`config.mk`:
```
export PLATFORM = sky130hd
export DESIGN_NAME = router_port_sink
export DESIGN_NICKNAME = d
export VERILOG_FILES = /design/src/rtl/router_pkg.sv /design/src/rtl/router_sat_cnt.sv /design/src/rtl/router_port_sink.sv
export SDC_FILE = /design/constraint.sdc
export NUM_CORES = 1
export LEC_CHECK = 0
export BUFFER_PORTS_ARGS = -buffer_cell sky130_fd_sc_hd__buf_2
export CORE_ASPECT_RATIO = 1.1
export CORE_MARGIN = 2
export CORE_UTILIZATION = 40
export DETAILED_ROUTE_END_ITERATION = 10
export PLACE_DENSITY = 0.58
export SKIP_CTS_REPAIR_TIMING = 1
export SYNTH_ARGS = -nofsm -noshare
export SYNTH_HDL_FRONTEND = slang
export SYNTH_SLANG_ARGS = --single-unit
```
`constraint.sdc`:
```
create_clock -name clk -period 2.9 [get_ports clk]
set_input_delay 0.58 -clock clk [delete_from_list [all_inputs] [get_ports clk]]
set_output_delay 0.58 -clock clk [all_outputs]
set_load 0.01 [all_outputs]
```
`src/rtl/router_pkg.sv`:
```
// Shared definitions for the router output-port blocks: header field
// positions, payload limits and the sink FSM state encoding.
package router_pkg;

  localparam int HDR_LEN_MSB      = 7;
  localparam int HDR_LEN_LSB      = 2;
  localparam int HDR_ADDR_W       = 2;
  localparam int MAX_PAYLOAD      = 63;
  localparam int SOFT_RST_TIMEOUT = 30;

  // Width of the header length field (6 bits covers 0..MAX_PAYLOAD).
  localparam int LEN_W = HDR_LEN_MSB - HDR_LEN_LSB + 1;

  typedef enum logic [2:0] {
    ST_IDLE    = 3'd0,
    ST_WAIT    = 3'd1,
    ST_HDR     = 3'd2,
    ST_PAYLOAD = 3'd3,
    ST_PARITY  = 3'd4,
    ST_DONE    = 3'd5
  } sink_state_e;

  // Payload length carried in a header byte.
  function automatic logic [LEN_W-1:0] hdr_len(input logic [7:0] hdr);
    return hdr[HDR_LEN_MSB:HDR_LEN_LSB];
  endfunction

  // Destination port address carried in a header byte.
  function automatic logic [HDR_ADDR_W-1:0] hdr_addr(input logic [7:0] hdr);
    return hdr[HDR_ADDR_W-1:0];
  endfunction

endpackage

```
`src/rtl/router_sat_cnt.sv`:
```
// Saturating up-counter: advances by one on each inc pulse and sticks at
// all-ones instead of wrapping.
module router_sat_cnt #(
  parameter int W = 16
) (
  input  logic         clk,
  input  logic         rst_n,
  input  logic         inc,
  output logic [W-1:0] cnt
);

  // Count register, held once it reaches its maximum value.
  always_ff @(posedge clk or negedge rst_n) begin
    if (!rst_n) begin
      cnt <= '0;
    end else if (inc && (cnt != {W{1'b1}})) begin
      // NOTE: registers take non-blocking assignments so every flop in the
      // design updates from values sampled before the clock edge.
      cnt <= cnt + W'(1);
    end
  end

endmodule

```
`src/rtl/router_port_sink.sv`:
```
// Downstream consumer for one router output port. Drains the port FIFO,
// splits each packet into header / payload / parity, checks parity and the
// destination address, and keeps saturating packet and error counts.
module router_port_sink
  import router_pkg::*;
#(
  parameter logic [1:0] PORT_ID   = 2'd0,
  parameter int         STALL_MAX = 255,
  parameter int         CNT_W     = 16
) (
  input  logic             clk,
  input  logic             rst,
  input  logic             en,
  input  logic [5:0]       rd_delay,
  input  logic             vld_out,
  input  logic [7:0]       dout,
  output logic             rd_en,
  output logic             byte_vld,
  output logic [7:0]       byte_data,
  output logic             pkt_done,
  output logic [5:0]       pkt_len,
  output logic             par_err,
  output logic             addr_err,
  output logic             abort,
  output logic [CNT_W-1:0] pkt_cnt,
  output logic [CNT_W-1:0] err_cnt
);

  localparam int                 STALL_W    = $clog2(STALL_MAX + 1);
  localparam logic [STALL_W-1:0] STALL_LAST = STALL_W'(STALL_MAX - 1);

  sink_state_e        state, state_nxt;
  logic [5:0]         dly_cnt;
  logic               rd_pend;       // a read issued last cycle returns on dout now
  logic [LEN_W-1:0]   len_r;
  logic [LEN_W-1:0]   reads_issued;
  logic [LEN_W-1:0]   bytes_left;
  logic               addr_mis;
  logic [7:0]         par_acc;
  logic [STALL_W-1:0] stall_cnt;

  logic               in_pkt;
  logic               stall_hit;
  logic               done_entry;
  logic               nxt_par_err;
  logic               nxt_abort;
  logic               err_inc;

  // Stall tracking only applies while a packet is being pulled from the FIFO.
  assign in_pkt    = (state == ST_HDR) || (state == ST_PAYLOAD) || (state == ST_PARITY);
  assign stall_hit = in_pkt && en && !vld_out && !rd_pend && (stall_cnt == STALL_LAST);

  // Next-state, read strobe and end-of-packet status decode.
  always_comb begin
    // NOTE: every signal driven here gets a default first, so no branch
    // leaves one unassigned and no latch is inferred.
    state_nxt   = state;
    rd_en       = 1'b0;
    nxt_par_err = 1'b0;
    nxt_abort   = 1'b0;

    unique case (state)
      ST_IDLE: begin
        if (en && vld_out) state_nxt = ST_WAIT;
      end
      ST_WAIT: begin
        // The FIFO emptying here means the router soft-reset it: drop quietly.
        if (!vld_out)            state_nxt = ST_IDLE;
        else if (dly_cnt == 6'd0) state_nxt = ST_HDR;
      end
      ST_HDR: begin
        rd_en = en && vld_out && !rd_pend;
        if (rd_pend) state_nxt = (hdr_len(dout) == '0) ? ST_PARITY : ST_PAYLOAD;
      end
      ST_PAYLOAD: begin
        rd_en = en && vld_out && (reads_issued < len_r);
        if (rd_pend && (bytes_left == LEN_W'(1))) state_nxt = ST_PARITY;
      end
      ST_PARITY: begin
        rd_en = en && vld_out && !rd_pend;
        if (rd_pend) begin
          state_nxt   = ST_DONE;
          nxt_par_err = (par_acc != dout);
        end
      end
      ST_DONE: begin
        state_nxt = ST_IDLE;
      end
      default: begin
        state_nxt = ST_IDLE;
      end
    endcase

    // A writer that went silent too long ends the packet as aborted.
    if (stall_hit) begin
      state_nxt   = ST_DONE;
      rd_en       = 1'b0;
      nxt_par_err = 1'b0;
      nxt_abort   = 1'b1;
    end
  end

  assign done_entry = (state_nxt == ST_DONE) && (state != ST_DONE);
  assign err_inc    = done_entry && (nxt_par_err || addr_mis || nxt_abort);

  // FSM state register and read-in-flight flag.
  always_ff @(posedge clk or negedge rst) begin
    if (!rst) begin
      state   <= ST_IDLE;
      rd_pend <= 1'b0;
    end else begin
      state   <= state_nxt;
      rd_pend <= rd_en;
    end
  end

  // First-read hold-off: loaded while idle, counted down in WAIT.
  always_ff @(posedge clk or negedge rst) begin
    if (!rst) begin
      dly_cnt <= '0;
    end else if (state == ST_IDLE) begin
      dly_cnt <= rd_delay;
    end else if ((state == ST_WAIT) && (dly_cnt != 6'd0)) begin
      dly_cnt <= dly_cnt - 6'd1;
    end
  end

  // Header capture, payload read tracking and running parity.
  always_ff @(posedge clk or negedge rst) begin
    if (!rst) begin
      len_r        <= '0;
      addr_mis     <= 1'b0;
      par_acc      <= '0;
      reads_issued <= '0;
      bytes_left   <= '0;
    end else begin
      unique case (state)
        ST_WAIT: begin
          // Clear per-packet context so an early abort reports no header data.
          len_r        <= '0;
          addr_mis     <= 1'b0;
          par_acc      <= '0;
          reads_issued <= '0;
          bytes_left   <= '0;
        end
        ST_HDR: begin
          if (rd_pend) begin
            len_r        <= hdr_len(dout);
            addr_mis     <= (hdr_addr(dout) != PORT_ID);
            par_acc      <= dout;
            bytes_left   <= hdr_len(dout);
            reads_issued <= '0;
          end
        end
        ST_PAYLOAD: begin
          if (rd_en) reads_issued <= reads_issued + LEN_W'(1);
          if (rd_pend) begin
            par_acc    <= par_acc ^ dout;
            bytes_left <= bytes_left - LEN_W'(1);
          end
        end
        default: begin
        end
      endcase
    end
  end

  // Consecutive idle-cycle counter; frozen while the sink is disabled.
  always_ff @(posedge clk or negedge rst) begin
    if (!rst) begin
      stall_cnt <= '0;
    end else if (!in_pkt || rd_pend) begin
      stall_cnt <= '0;
    end else if (en && !vld_out) begin
      stall_cnt <= stall_cnt + STALL_W'(1);
    end
  end

  // Payload byte stream: one registered pulse per returned payload byte.
  always_ff @(posedge clk or negedge rst) begin
    if (!rst) begin
      byte_vld  <= 1'b0;
      byte_data <= '0;
    end else begin
      byte_vld <= (state == ST_PAYLOAD) && rd_pend;
      if ((state == ST_PAYLOAD) && rd_pend) byte_data <= dout;
    end
  end

  // Packet status, updated on entry to DONE so it is valid with pkt_done.
  always_ff @(posedge clk or negedge rst) begin
    if (!rst) begin
      pkt_done <= 1'b0;
      pkt_len  <= '0;
      par_err  <= 1'b0;
      addr_err <= 1'b0;
      abort    <= 1'b0;
    end else begin
      pkt_done <= done_entry;
      if (done_entry) begin
        pkt_len  <= len_r;
        par_err  <= nxt_par_err;
        addr_err <= addr_mis;
        abort    <= nxt_abort;
      end
    end
  end

  router_sat_cnt #(.W(CNT_W)) u_pkt_cnt (
    .clk   (clk),
    .rst_n (rst),
    .inc   (done_entry),
    .cnt   (pkt_cnt)
  );

  router_sat_cnt #(.W(CNT_W)) u_err_cnt (
    .clk   (clk),
    .rst_n (rst),
    .inc   (err_inc),
    .cnt   (err_cnt)
  );

endmodule
```
Word-level counts from Yosys, hierarchy flattened
Cells that the tools add are included.

storage, ports and cells
  register bits = 96
  input bits = 18

operators by class
  $add $sub $neg = 6
  magnitude comparators = 1
  equal/unequal tests = 14
  mux-type cells = 31
  bitwise logic cells = 1
  reductions and logical operators = 36

operators with widths
  operator                                           number
  two-way mux 6 bit                                  6
  one-hot mux 6 bit (3 select lines)                 2
  adder 16 x 1 -> 16 bit (second input constant)     2
  two-way mux 8 bit                                  4
  inequality test 16 bit (second input constant)     2
  two-way mux 3 bit                                  8
  one-hot mux 8 bit (3 select lines)                 1
  logical AND 1 bit                                  15
  one-hot mux 3 bit (5 select lines)                 1
  logical NOT 6 bit                                  2
  one-hot mux 6 bit (2 select lines)                 1
  subtractor 6 x 1 -> 6 bit (second input constant)  2
  adder 8 x 1 -> 8 bit (second input constant)       1
  == test 8 bit (second input constant)              1
  inequality test 8 bit                              1
  nonzero test 2 bit                                 4
  bitwise XOR 8 bit                                  1
  adder 6 x 1 -> 6 bit (second input constant)       1
  == test 3 x 2 -> 1 bit (second input constant)     2
  == test 3 bit (second input constant)              2
  == test 6 x 1 -> 1 bit (second input constant)     1
  less-than comparator 6 bit                         1
  two-way mux 1 bit                                  6
  inequality test 2 bit (second input constant)      3
  11 further kinds                                   19

Longest topological paths before layout
  depth in word-level cells = 12
  gate-level depth with buffers = 10
  mapped depth without buffers = 7

Modules after synthesis
Synthesis repeated with hierarchy kept, for this count alone.

second synthesis, totals
  cells, all modules = 516
  area, all modules = 5,178.7 um^2

by module, submodules not included
  module            instances  cells an instance  area an instance (um^2)  sequential area each (um^2)
  router_port_sink  1          372                3,459.6                  1,601.5
  router_sat_cnt    2          72                 859.6                    400.4

Worst setup path before layout
OpenSTA, ideal clock, no wires.

  path type = input -> register
  start = input port dout[6]
  end = register u_err_cnt.cnt[1]
  arrival time = 2.426 ns
  setup slack = 0.349 ns
  stages on the path = 7
  buffers on the path = 1
  cells stage by stage = clkbuf_1 -> nor4_1 -> nand3_1 -> o221a_2 -> o31ai_4 -> and2_4 -> mux2_4

on the way
  longest elaborated chain between the ends = 9
  elaborated cells on any way between the ends = 15
  those cells by class = eq/ne: 2; mux: 7; reduce/logical: 6

RTL lines
  item                                RTL line                 source
  from (decl)                         router_port_sink.sv:16   input logic [7:0] dout,
  logical NOT 6 bit                   router_port_sink.sv:73   if (rd_pend) state_nxt = (hdr_len(dout) == '0) ? ST_PARITY : ST_PAYLOAD;
  two-way mux 3 bit (2 in series)     router_port_sink.sv:73
  one-hot mux 3 bit (5 select lines)  router_port_sink.sv:62   unique case (state)
  two-way mux 3 bit                   router_port_sink.sv:95   if (stall_hit) begin
  == test 3 bit                       router_port_sink.sv:103  assign done_entry = (state_nxt == ST_DONE) && (state != ST_DONE);
  logical AND 1 bit                   router_port_sink.sv:103
  logical AND 1 bit *                 router_port_sink.sv:104  assign err_inc = done_entry && (nxt_par_err || addr_mis || nxt_abort);
  logical AND 1 bit *                 router_sat_cnt.sv:16     end else if (inc && (cnt != {W{1'b1}})) begin
  to (signal assigned)                router_sat_cnt.sv:19     cnt <= cnt + W'(1);
  to (decl)                           router_sat_cnt.sv:9      output logic [W-1:0] cnt

Mark *: on every way between the ends. The rest lies on a longest branch, timed or not.
A chain may end at the register's enable or synchronous reset.

Worst setup path after layout
  start = register state[1]
  end = output port rd_en

on the way
  longest elaborated chain between the ends = 8
  elaborated cells on any way between the ends = 12
  those cells by class = eq/ne: 3; mux: 2; reduce/logical: 7

RTL lines
  item                             RTL line                                        source
  from (decl)                      router_port_sink.sv:32                          sink_state_e state, state_nxt;
  from (signal assigned)           router_port_sink.sv:112                         state <= state_nxt;
  == test 3 x 2 -> 1 bit           router_port_sink.sv:50, router_port_sink.sv:62
  logical OR 1 bit (2 in series)   router_port_sink.sv:50                          assign in_pkt = (state == ST_HDR) || (state == ST_PAYLOAD) || (state == ST_PARITY);
  logical AND 1 bit (4 in series)  router_port_sink.sv:51                          assign stall_hit = in_pkt && en && !vld_out && !rd_pend && (stall_cnt == STALL_LAST);
  two-way mux 1 bit *              router_port_sink.sv:95
  to (decl)                        router_port_sink.sv:17                          output logic rd_en,

Marks and branches as above.

==> summary.log <==
qor: placed_design.gp_congestion 0.8569
qor: drt.drt-pass1-iter-count 4
qor: clock_tree.clock_pin_slew_of_the_registers_on_the_worst_case_setup_and_hold_paths 0.07 ns
qor: sta.tns_setup 0 ns
qor: setup_path.cp-end-kind output port
qor: cells_and_area.nets 603
qor: logic_synthesis.async_reset_ff_share 100.0%
qor: setup_path.worst-setup-path-type flop to output port
qor: drt.routedWlPerCell 14.42 µm
qor: sta.clock-skew-final 0.009361 ns
qor: power_and_ir_drop.cellPowerDensity 660.3 mW/mm²
qor: global_routing.antenna_found_initial 0
qor: floorplan.ioPinCount 70
qor: drt.post-route-drc-count 0
qor: cells_and_area.final.fill_count 1,196
qor: clock_tree.cts.sink_count 96
qor: setup_path.crit_arrival 2.08 ns
qor: floorplan.start_util 40.47%
qor: setup_path.start_kind flop
qor: floorplan.horizontal_die_dimension 111.1 µm
qor: cells_and_area.final_cells 734
qor: sta.grt_setup_unrepaired false
qor: cells_and_area.insertedDiodeCount 0
qor: sta.tightestPinTransition 0.7209 ns
qor: run.cap_viol_max_count 0
qor: floorplan.die-height 121.9 µm
qor: logic_synthesis.ys_seq_elements 96
qor: floorplan.number_of_placement_rows 43
qor: drt.drt_first_iter_violations 204
qor: logic_synthesis.yosys_cell_types 59
qor: global_routing.global_route_wire_length_before_repair 18,220 µm
qor: placed_design.place.detailed.instances 718
qor: drt.route.detailed.vias_per_inst 5.279
qor: global_routing.grt_pass1_vias 3,710
qor: global_routing.groute.usage.overall 16.51%
qor: logic_synthesis.ys_warn_count 0
qor: power_and_ir_drop.vdd.ir_drop.worst 0.3173 mV
qor: global_routing.globalRouteOverflowTotal 0
qor: clock_tree.cts-root-buf clkbuf_16
qor: setup_path.peak_fanout_along_the_critical_path 12
qor: cells_and_area.finalCoreUtilization 47.18%
qor: logic_synthesis.gate_count_after_technology_mapping 499
qor: sta.final_report_max_slew_violation_count 0
qor: sta.max_clock_freq 0.3755 GHz
qor: cells_and_area.mostFrequentLayoutCell dfrtp_1
qor: power_and_ir_drop.power_leakage 2.772 nW
qor: clock_tree.clk_path_buf_depth 2
qor: placed_design.buffer_ports.inserted 69
qor: floorplan.die_area 0.01354 mm²
qor: placed_design.pre_cts_ws 0.05841 ns
qor: clock_tree.clock_insertion_delay_at_the_later_pin_of_the_skew_report 0.35 ns
qor: sta.finalSetupViolations 0
qor: sta.worst_slack 0.2372 ns
qor: drt.wl_final 10,580 µm
qor: floorplan.design.core.area 0.01248 mm²
qor: cells_and_area.final_cell_area 0.005889 mm²
qor: logic_synthesis.synth_top_flop_cell dfrtp_1
qor: drt.num_vias 3,875
qor: cells_and_area.seq_area 0.002404 mm²
qor: cells_and_area.flow.area_growth_from_synthesis 16.60%
qor: setup_path.cp_data_required_time 2.32 ns
qor: sta.post-route-min-period 2.663 ns
qor: cells_and_area.most-common-layout-cells 95 x dfrtp_1, 68 x buf_2, 54 x nand2_1
qor: logic_synthesis.synth-edff-count 0
qor: logic_synthesis.synth_nets 530
qor: status.outcome completed
qor: clock_tree.cts_inserted_buffers 9
qor: sta.final_hold_viol_count 0
qor: logic_synthesis.synth_sequential_area_ratio 47.56%
qor: sta.slew_headroom 51.76%
qor: placed_design.postPlaceCellArea 0.005597 mm²
qor: logic_synthesis.post_synth_instance_area 0.005051 mm²
qor: worst_hold_path.holdCritPathClass input port to async pin
qor: drt.postRouteAntennaNets 0
qor: logic_synthesis.synthesis.area_per_instance 10.12 µm²
qor: placed_design.detailed_place_hpwl 7586 µm
qor: clock_tree.cts_tree built
qor: cells_and_area.layout-drive-gt1-share 23.05%
qor: clock_tree.cts_max_level 3
qor: cells_and_area.area_used_by_multi_input_combinational_logic 0.002460 mm²
qor: global_routing.grt_start_max_net_pins 45
qor: sta.final.period_utilization 91.82%
[worst paths after layout]
| kind | from | to | slack, ns | cells after the start |
|---|---|---|---|---|
| hold / removal | rst | u_err_cnt.cnt[11] | 0.16 | 1 |
| min in group clk | rd_delay[1] | dly_cnt[1] | 0.48 | 2 |
| hold reg to reg | addr_err | addr_err | 0.49 | 1 |
| setup reg to reg | state[1] | u_pkt_cnt.cnt[1] | 0.27 | 6 |
| setup / recovery | state[1] | rd_en | 0.24 | 5 |
| max in group asynchronous | rst | u_pkt_cnt.cnt[3] | 2.08 | 2 |
[Yosys cell counts, drive strengths merged (3+ instances only)]
library cell / n / share of area, %
a21oi: 31 / 3.1
clkbuf: 14 / 1.0
buf: 9 / 1.8
nor2b: 3 / 0.37
mux2i: 6 / 1.2
or3: 5 / 0.62
ha: 13 / 3.2
nand2: 55 / 4.1
nor3: 5 / 0.50
dfrtp: 96 / 48
a32oi: 3 / 0.52
nor2: 35 / 2.6
a21o: 3 / 0.45
nand3: 29 / 3.2
o21ai: 33 / 3.5
xnor2: 34 / 6.0
and3: 16 / 2.0
nand2b: 11 / 1.4
a31oi: 4 / 0.50
nor4: 4 / 0.92
mux2: 20 / 4.5
xor2: 10 / 1.7
inv: 12 / 0.89
nand4: 22 / 3.2
[per-layer routing]
layer	global-route usage, %	up-vias	share of wire, %
met1	21.81	1888	47
met3	3.532	8	3.7
met5	0	-	0
li1	-	1901	-
met4	4.938	0	1.2
met2	27.61	78	48
[per-stage QoR]
step                      hold slack (ns)  power (mW)
after floorplan                    0.2844       2.440
after global placement             0.4761       2.733
after detailed placement           0.4851       2.760
after CTS                          0.1660       3.928
after global routing               0.1817       4.154
final                              0.1572       3.889
[report_power, final]
part / internal [mW] / switching, mW
clock: 0.633 / 0.521
combinational: 0.414 / 0.670
sequential: 1.49 / 0.165
[registers in the layout (all words and copies together), names as in the netlist]
register,cells
abort,1
state,3
pkt_len,6
u_err_cnt.cnt,16
reads_issued,6
len_r,6
pkt_done,1
dly_cnt,6
stall_cnt,8
byte_vld,1
byte_data,8
addr_mis,1
bytes_left,6
addr_err,1
u_pkt_cnt.cnt,16
rd_pend,1
par_acc,8
par_err,1
[area by class of cell]
class                           count  share of cell area, %
Inverter                           12                 0.7648
Timing Repair Buffer               85                  8.371
Tap cell                          157                  3.335
Sequential cell                    96                  40.81
Clock inverter                      5                 0.6586
Clock buffer                       11                  4.291
Multi-Input combinational cell    368                  41.77
[cells by family after synthesis]
group	Yosys count	synth area share, %
and+or+nand+nor	199	21.70
DFF	96	47.56
AOI/OAI and AO/OA	86	10.28
xor gates and xnor gates	44	7.778
buffers and inverters	35	3.740
muxes	26	5.722
adders and majority gates	13	3.220
[critical path, cell delays in order, from the launching register on]
cell	delay (ns)
dfrtp_1	0.51
or3b_4	0.46
o22a_1	0.21
nor2_1	0.13
a21boi_1	0.27
buf_2	0.18
(Power assumes the default switching activity.)
